[config.mk]
export PLATFORM = sky130hd
export DESIGN_NAME = mem_stage_ctrl_flat
export DESIGN_NICKNAME = d
export VERILOG_FILES = /design/src/rtl/mem_stage_ctrl_pkg.sv /design/src/rtl/mem_stage_ctrl_if.sv /design/src/rtl/mem_stage_ctrl_sram_beat_timer.sv /design/src/rtl/mem_stage_ctrl.sv /design/src/flat_wrapper.sv
export SDC_FILE = /design/constraint.sdc
export NUM_CORES = 1
export LEC_CHECK = 0
export CORE_ASPECT_RATIO = 1.75
export CORE_MARGIN = 3
export CORE_UTILIZATION = 31
export DETAILED_ROUTE_END_ITERATION = 10
export GPL_TIMING_DRIVEN = 0
export PLACE_DENSITY_LB_ADDON = 0.15
export SYNTH_ARGS = -nofsm -noshare
export SYNTH_HDL_FRONTEND = slang
export SYNTH_SLANG_ARGS = --single-unit
[constraint.sdc]
create_clock -name clk -period 1.9 [get_ports clk]
set_clock_uncertainty 0.05 [all_clocks]
set_input_delay 0.19 -clock clk [delete_from_list [all_inputs] [get_ports clk]]
set_output_delay 0.19 -clock clk [all_outputs]
set_load 0.005 [all_outputs]
[src/rtl/mem_stage_ctrl_pkg.sv]
// -----------------------------------------------------------------------------
// mem_stage_ctrl_pkg
//   Shared definitions for the memory-stage controller:
//   - default datapath / SRAM widths and wait-state count
//   - MEM_* FSM state encodings (2 bits)
//   - EX_* memory command encodings and the decode helper that applies
//     write-over-read priority when both enables are set
// -----------------------------------------------------------------------------
package mem_stage_ctrl_pkg;

  localparam int DEF_SRAM_ADDR_WIDTH = 18;
  localparam int DEF_SRAM_DATA_WIDTH = 16;
  localparam int DEF_WORD_WIDTH      = 2 * DEF_SRAM_DATA_WIDTH;
  localparam int DEF_WAIT_CYCLES     = 1;

  // Wide enough for the full 0..7 wait-state range.
  localparam int CNT_WIDTH = 3;
  typedef logic [CNT_WIDTH-1:0] cnt_t;

  typedef enum logic [1:0] {
    MEM_IDLE = 2'd0,
    MEM_LO   = 2'd1,
    MEM_HI   = 2'd2,
    MEM_DONE = 2'd3
  } mem_state_e;

  typedef enum logic [1:0] {
    EX_NONE = 2'd0,
    EX_LDR  = 2'd1,
    EX_STR  = 2'd2
  } mem_cmd_e;

  // A store wins when both enables are high; the load is dropped.
  function automatic mem_cmd_e decode_cmd(input logic r_en, input logic w_en);
    mem_cmd_e cmd;
    if (w_en)      cmd = EX_STR;
    else if (r_en) cmd = EX_LDR;
    else           cmd = EX_NONE;
    return cmd;
  endfunction

endpackage

[src/rtl/mem_stage_ctrl_if.sv]
// -----------------------------------------------------------------------------
// mem_stage_ctrl_if
//   External 16-bit SRAM bus as seen by the memory-stage controller.
//   master: controller side (drives address, write data, strobes)
//   slave : SRAM side (returns read data)
//   Signals:
//     sram_addr   half-word address
//     sram_wdata  write half-word
//     sram_rdata  read half-word
//     sram_we_n   write enable, active low
//     sram_oe_n   output enable, active low
// -----------------------------------------------------------------------------
interface mem_stage_ctrl_if #(
  parameter int ADDR_WIDTH = 18,
  parameter int DATA_WIDTH = 16
);
  logic [ADDR_WIDTH-1:0] sram_addr;
  logic [DATA_WIDTH-1:0] sram_wdata;
  logic [DATA_WIDTH-1:0] sram_rdata;
  logic                  sram_we_n;
  logic                  sram_oe_n;

  modport master (
    output sram_addr, sram_wdata, sram_we_n, sram_oe_n,
    input  sram_rdata
  );

  modport slave (
    input  sram_addr, sram_wdata, sram_we_n, sram_oe_n,
    output sram_rdata
  );
endinterface

[src/rtl/mem_stage_ctrl_sram_beat_timer.sv]
// -----------------------------------------------------------------------------
// sram_beat_timer
//   Wait-state counter for one SRAM half-word beat. While run is high the
//   counter advances once per cycle; beat_done pulses on the cycle where the
//   count reaches WAIT_CYCLES, and the counter clears so the next beat starts
//   from zero.
//   Ports:
//     clk        clock, rising edge
//     rst_n      asynchronous active-low reset
//     run        a beat is in progress
//     beat_done  last cycle of the current beat
// -----------------------------------------------------------------------------
module sram_beat_timer
  import mem_stage_ctrl_pkg::*;
#(
  parameter int WAIT_CYCLES = DEF_WAIT_CYCLES
) (
  input  logic clk,
  input  logic rst_n,
  input  logic run,
  output logic beat_done
);

  cnt_t cnt_reg;

  assign beat_done = run && (cnt_reg == cnt_t'(WAIT_CYCLES));

  always_ff @(posedge clk or negedge rst_n) begin
    if (!rst_n) begin
      cnt_reg <= '0;
    end else if (!run || beat_done) begin
      cnt_reg <= '0;
    end else begin
      cnt_reg <= cnt_reg + cnt_t'(1);
    end
  end

endmodule

[src/rtl/mem_stage_ctrl.sv]
// -----------------------------------------------------------------------------
// mem_stage_ctrl
//   Memory-stage access controller. Takes the ALU result as a byte address and
//   performs a 32-bit LDR/STR against a 16-bit SRAM as two half-word beats
//   (low half first), each beat held for WAIT_CYCLES+1 cycles. freeze stalls
//   the pipeline until the access finishes; the loaded word is registered on
//   mem_rdata and stays there until the next load overwrites it.
//   Ports:
//     clk, rst_n          clock / asynchronous active-low reset
//     mem_r_en, mem_w_en  LDR / STR request (store wins if both set)
//     alu_res             byte address (bits [1:0] and above the SRAM ignored)
//     st_val              store data
//     mem_rdata           loaded word, registered
//     freeze              pipeline stall
//     sram                SRAM bus (master side)
// -----------------------------------------------------------------------------
module mem_stage_ctrl
  import mem_stage_ctrl_pkg::*;
#(
  parameter int WORD_WIDTH      = DEF_WORD_WIDTH,
  parameter int SRAM_ADDR_WIDTH = DEF_SRAM_ADDR_WIDTH,
  parameter int SRAM_DATA_WIDTH = DEF_SRAM_DATA_WIDTH,
  parameter int WAIT_CYCLES     = DEF_WAIT_CYCLES
) (
  input  logic                  clk,
  input  logic                  rst_n,
  input  logic                  mem_r_en,
  input  logic                  mem_w_en,
  input  logic [WORD_WIDTH-1:0] alu_res,
  input  logic [WORD_WIDTH-1:0] st_val,
  output logic [WORD_WIDTH-1:0] mem_rdata,
  output logic                  freeze,
  mem_stage_ctrl_if.master      sram
);

  mem_state_e state_reg;
  logic       op_write_reg;
  mem_cmd_e   cmd;
  logic       req;
  logic       beat_run;
  logic       beat_done;
  logic       unused_addr_bits;

  assign cmd      = decode_cmd(mem_r_en, mem_w_en);
  assign req      = (cmd != EX_NONE);
  assign beat_run = (state_reg == MEM_LO) || (state_reg == MEM_HI);

  // Byte-lane bits and bits beyond the SRAM size do not take part in the
  // address; the access wraps modulo the SRAM size.
  assign unused_addr_bits = ^{alu_res[WORD_WIDTH-1:SRAM_ADDR_WIDTH+1], alu_res[1:0]};

  sram_beat_timer #(
    .WAIT_CYCLES (WAIT_CYCLES)
  ) u_beat_timer (
    .clk       (clk),
    .rst_n     (rst_n),
    .run       (beat_run),
    .beat_done (beat_done)
  );

  // Access sequencer. The operation type is latched when the access starts
  // so both beats agree even if the request lines wobble mid-access.
  always_ff @(posedge clk or negedge rst_n) begin
    if (!rst_n) begin
      state_reg    <= MEM_IDLE;
      op_write_reg <= 1'b0;
      mem_rdata    <= '0;
    end else begin
      case (state_reg)
        MEM_IDLE: begin
          if (req) begin
            state_reg    <= MEM_LO;
            op_write_reg <= (cmd == EX_STR);
          end
        end
        MEM_LO: begin
          if (beat_done) begin
            if (!op_write_reg) mem_rdata[SRAM_DATA_WIDTH-1:0] <= sram.sram_rdata;
            state_reg <= MEM_HI;
          end
        end
        MEM_HI: begin
          if (beat_done) begin
            if (!op_write_reg) mem_rdata[WORD_WIDTH-1:SRAM_DATA_WIDTH] <= sram.sram_rdata;
            state_reg <= MEM_DONE;
          end
        end
        default: begin
          // DONE: the pipeline advances this cycle; a following memory
          // instruction is seen in the next IDLE cycle.
          state_reg <= MEM_IDLE;
        end
      endcase
    end
  end

  // SRAM strobes and stall decoded from the state register plus the held
  // EX/MEM inputs. IDLE and DONE park the bus, so every write beat pair is
  // bracketed by we_n high.
  always_comb begin
    sram.sram_addr  = '0;
    sram.sram_wdata = '0;
    sram.sram_we_n  = 1'b1;
    sram.sram_oe_n  = 1'b1;
    freeze          = 1'b0;
    case (state_reg)
      MEM_IDLE: begin
        freeze = req;
      end
      MEM_LO, MEM_HI: begin
        freeze         = 1'b1;
        sram.sram_addr = {alu_res[SRAM_ADDR_WIDTH:2], (state_reg == MEM_HI)};
        if (op_write_reg) begin
          sram.sram_we_n  = 1'b0;
          sram.sram_wdata = (state_reg == MEM_HI) ? st_val[WORD_WIDTH-1:SRAM_DATA_WIDTH]
                                                  : st_val[SRAM_DATA_WIDTH-1:0];
        end else begin
          sram.sram_oe_n = 1'b0;
        end
      end
      default: begin
        freeze = 1'b0;
      end
    endcase
    // The stall must not leak out while the block is held in reset.
    if (!rst_n) freeze = 1'b0;
  end

endmodule

[src/flat_wrapper.sv]
// flat-port wrapper written by rule: the top's interface ports become plain ports
module mem_stage_ctrl_flat import mem_stage_ctrl_pkg::*;
#(
  parameter int WORD_WIDTH      = DEF_WORD_WIDTH,
  parameter int SRAM_ADDR_WIDTH = DEF_SRAM_ADDR_WIDTH,
  parameter int SRAM_DATA_WIDTH = DEF_SRAM_DATA_WIDTH,
  parameter int WAIT_CYCLES     = DEF_WAIT_CYCLES
)
  (clk, rst_n, mem_r_en, mem_w_en, alu_res, st_val, mem_rdata, freeze, sram_sram_addr, sram_sram_wdata, sram_sram_we_n, sram_sram_oe_n, sram_sram_rdata);
  mem_stage_ctrl_if #(.ADDR_WIDTH(18), .DATA_WIDTH(16)) sram_i ();
  input  logic clk;
  input  logic rst_n;
  input  logic mem_r_en;
  input  logic mem_w_en;
  input  logic [WORD_WIDTH-1:0] alu_res;
  input  logic [WORD_WIDTH-1:0] st_val;
  output logic [WORD_WIDTH-1:0] mem_rdata;
  output logic freeze;
  output wire logic [$bits(sram_i.sram_addr)-1:0] sram_sram_addr;
  output wire logic [$bits(sram_i.sram_wdata)-1:0] sram_sram_wdata;
  output wire logic [$bits(sram_i.sram_we_n)-1:0] sram_sram_we_n;
  output wire logic [$bits(sram_i.sram_oe_n)-1:0] sram_sram_oe_n;
  input wire logic [$bits(sram_i.sram_rdata)-1:0] sram_sram_rdata;
  assign sram_sram_addr = sram_i.sram_addr;
  assign sram_sram_wdata = sram_i.sram_wdata;
  assign sram_sram_we_n = sram_i.sram_we_n;
  assign sram_sram_oe_n = sram_i.sram_oe_n;
  assign sram_i.sram_rdata = sram_sram_rdata;
  mem_stage_ctrl #(.WORD_WIDTH(WORD_WIDTH), .SRAM_ADDR_WIDTH(SRAM_ADDR_WIDTH), .SRAM_DATA_WIDTH(SRAM_DATA_WIDTH), .WAIT_CYCLES(WAIT_CYCLES)) u_core (.clk(clk), .rst_n(rst_n), .mem_r_en(mem_r_en), .mem_w_en(mem_w_en), .alu_res(alu_res), .st_val(st_val), .mem_rdata(mem_rdata), .freeze(freeze), .sram(sram_i));
endmodule
==> impl_metrics.toml <==
[flow_run]
cap_violations = 0

[synthesis]
synth_top_family_by_area = "multiplexers"
synthXorXnorAreaFrac = 0
synth_compound_area_frac = 0.01990
syn_inst = 159
async_flop_share = 1.000
netlist_area_um2 = 2012
netlist-cell-type-count = 24
synthSimpleGateAreaFrac = 0.1331
synth-seq-area-share = 0.4726
synth_edf_count = 0
ys.flop_type = "dfrtp_1"
syn_avg_cell_area_um2 = 12.65
yosysWarnings = 0
synth-seq-cells = 38
synth.area.mux_share = 0.3066
syn_nets = 249
synth-adder-area-share = 0.03731

[cells_and_area]
nNetsFinal = 401
final_layout_size_suffix_gt1_frac = 0.2821
diodes = 0
largest_reg_flops = 32
syn_to_final_growth_pct = 81.97

[critical_path]
crit_required_ns = 2.02
crit_end = "u_core.mem_rdata[28]"
r2r_setup_slack_ns = 0.06
start_kind = "flop"
startpoint = "u_core.state_reg[1]"
end_kind = "flop"
r2r_cells = 6
r2r_end = "u_core.mem_rdata[28]"
arrival_ns = 1.96
r2r-start = "u_core.state_reg[1]"
path_max_fanout = 16
critical_path_class = "flop to flop"

[power_and_ir_drop]
ir_worst_vdd_mv = 0.8513
leakage_nw = 1.675
p_per_area_nw_per_um2 = 1577
total_power_mw = 5.773

[cts]
cts.reportedPaths.clkPinSlew_ns = 0.07
cts_buffers = 5
clk_path_buf_depth = 2
insertion_delay_ns = 0.28
cts.sink_count = 38
htree_levels = 2
cts_root_buffer = "clkbuf_8"
cts_tree = "yes"

[routing]
first_pass_iters = 4
drt_wl_total_um = 5804
ant_nets = 0
first_iter_violations = 29
viasPerCell = 4.520
route.detailed.drc = 0
vias = 1772
wire_per_inst_um = 14.81

[die]
core_um2 = 6228
dieArea_um2 = 7531
num_io_pins = 153
chipWidth_um = 66.90
start_util = 0.3230
die_h_um = 112.6
row_count = 38

[timing]
fin_tns_setup_ns = 0
min_period_ns = 1.845
slew_violations = 0
fin_crit_sh = 0.9710
grt_setup_unrepaired = "yes"
timing.fmax_mhz = 542.1
setup_violations = 0
slew_headroom = 0.4377
final_hold_viol_count = 38
whs_ns = -0.04000
worst_pin_slew_ns = 0.8435

[place]
place_congestion = 0.7122
port_buffers = 137
hpwl_um = 4491

[min_path]
min_path_type = "primary input to asynchronous set/reset pin"

[global_route]
grt_max_degree = 40
antenna_found_initial = 0
grt_pass1_wl_um = 9190
grt.total_usage = 0.1574
overflow = 0
first_global_vias = 1849

[outcome]
violations = "negative hold slack"
outcome = "finished with violations"
## report_power, final
| part | switching [mW] | total (mW) | internal [mW] | leakage [nW] |
|---|---|---|---|---|
| clock network | 0.281 | 0.572 | 0.292 | 0.0472 |
| logic | 1.30 | 3.74 | 2.44 | 1.18 |
| registers | 0.243 | 1.46 | 1.22 | 0.448 |
## cells in the mapped netlist (all sizes together) (3+ instances only)
cell type / count / area [µm²]
mux2i: 17 / 170.2
inv: 4 / 15.01
dfrtp: 38 / 950.9
and2: 17 / 106.4
mux2: 33 / 446.7
nand2: 4 / 30.03
buf: 4 / 35.03
ha: 6 / 75.07
nor2: 23 / 86.33
clkbuf: 3 / 11.26
## worst max-delay path: stages (launching register included)
cell and delay, ns:
dfrtp_1 0.38, inv_2 0.07, ha_4 0.31, buf_4 0.12, and4bb_4 0.32, nand2_8 0.15, mux2_4 0.33
## per-layer routing
layer,up-vias,GRT usage,routed length (µm)
li1,844,-,-
met1,833,0.1640,2048
met2,91,0.2918,3058
met3,4,0.05506,651
met4,0,0.03659,46
met5,-,0,0
## timing repair
action                                 in CTS  in global routing
endpoints found under the hold margin      31                  0
buffers inserted                           11                  0
pin swaps                                   3                  5
cloned                                      1                  0
setup endpoints to repair                  56                 54
resized for setup                         105                 20
## through the flow
| stage | setup WS (ns) | cell area [µm²] | hold slack [ns] | instances | utilization |
|---|---|---|---|---|---|
| 2_1_floorplan | 0.1275 | 2012 | -0.1556 | 159 | - |
| 3_3_place_gp | -1.122 | 3483 | 0.3998 | 376 | 0.5593 |
| 4_1_cts | -0.06540 | 3705 | -0.01144 | 394 | 0.5948 |
| 6_report | 0.05518 | 3661 | -0.04000 | 392 | 0.5878 |
| 3_5_place_dp | -0.4288 | 3478 | 0.3026 | 376 | 0.5585 |
| 5_1_grt | -0.03333 | 3661 | 0.01740 | 392 | 0.5878 |
## kinds of logic after synthesis
group / Yosys count
buf+inv: 11
fa+ha+maj: 6
simple gates: 49
compound gates: 5
mux: 50
flops: 38
## cells in the final DEF, fill, tap and decap left out, drive strengths merged
master / Yosys / routed
o21ai: 1 / 1
inv: 4 / 4
clkdlybuf4s15: 0 / 5
clkinvlp: 0 / 1
dlygate4sd2: 0 / 11
a2bb2oi: 1 / 1
and3b: 1 / 1
mux2i: 17 / 17
nor2b: 1 / 1
nand2b: 1 / 1
dfrtp: 38 / 38
a22o: 1 / 1
nor3b: 1 / 1
clkbuf: 3 / 15
o21a: 1 / 1
mux2: 33 / 33
buf: 4 / 27
nand2: 4 / 4
clkinv: 0 / 1
and2: 17 / 17
o32a: 1 / 1
and4bb: 1 / 1
clkdlybuf4s50: 0 / 100
ha: 6 / 6
nor2: 23 / 23
## cell type report
class	instances	area, µm²
inverter	4	15.01
tap	80	100.1
multi-input combinational	110	1059
clock buffer	6	82.58
clock inverter	2	12.51
timing repair buffer	149	1393
buffer	3	48.80
sequential	38	950.9
fill	558	2567
## worst min-delay path by stage
stage | cells past startpoint | slack, ns | to
5_1_grt | 1 | 0.02 | u_core.mem_rdata[3]
4_1_cts | 1 | -0.01 | u_core.mem_rdata[17]
2_1_floorplan | 0 | -0.16 | u_core.mem_rdata[0]
3_5_place_dp | 1 | 0.30 | u_core.mem_rdata[27]
3_3_place_gp | 1 | 0.40 | u_core.u_beat_timer.cnt_reg[0]
6_report | 1 | -0.04 | u_core.mem_rdata[11]
(Power assumes the default switching activity.)
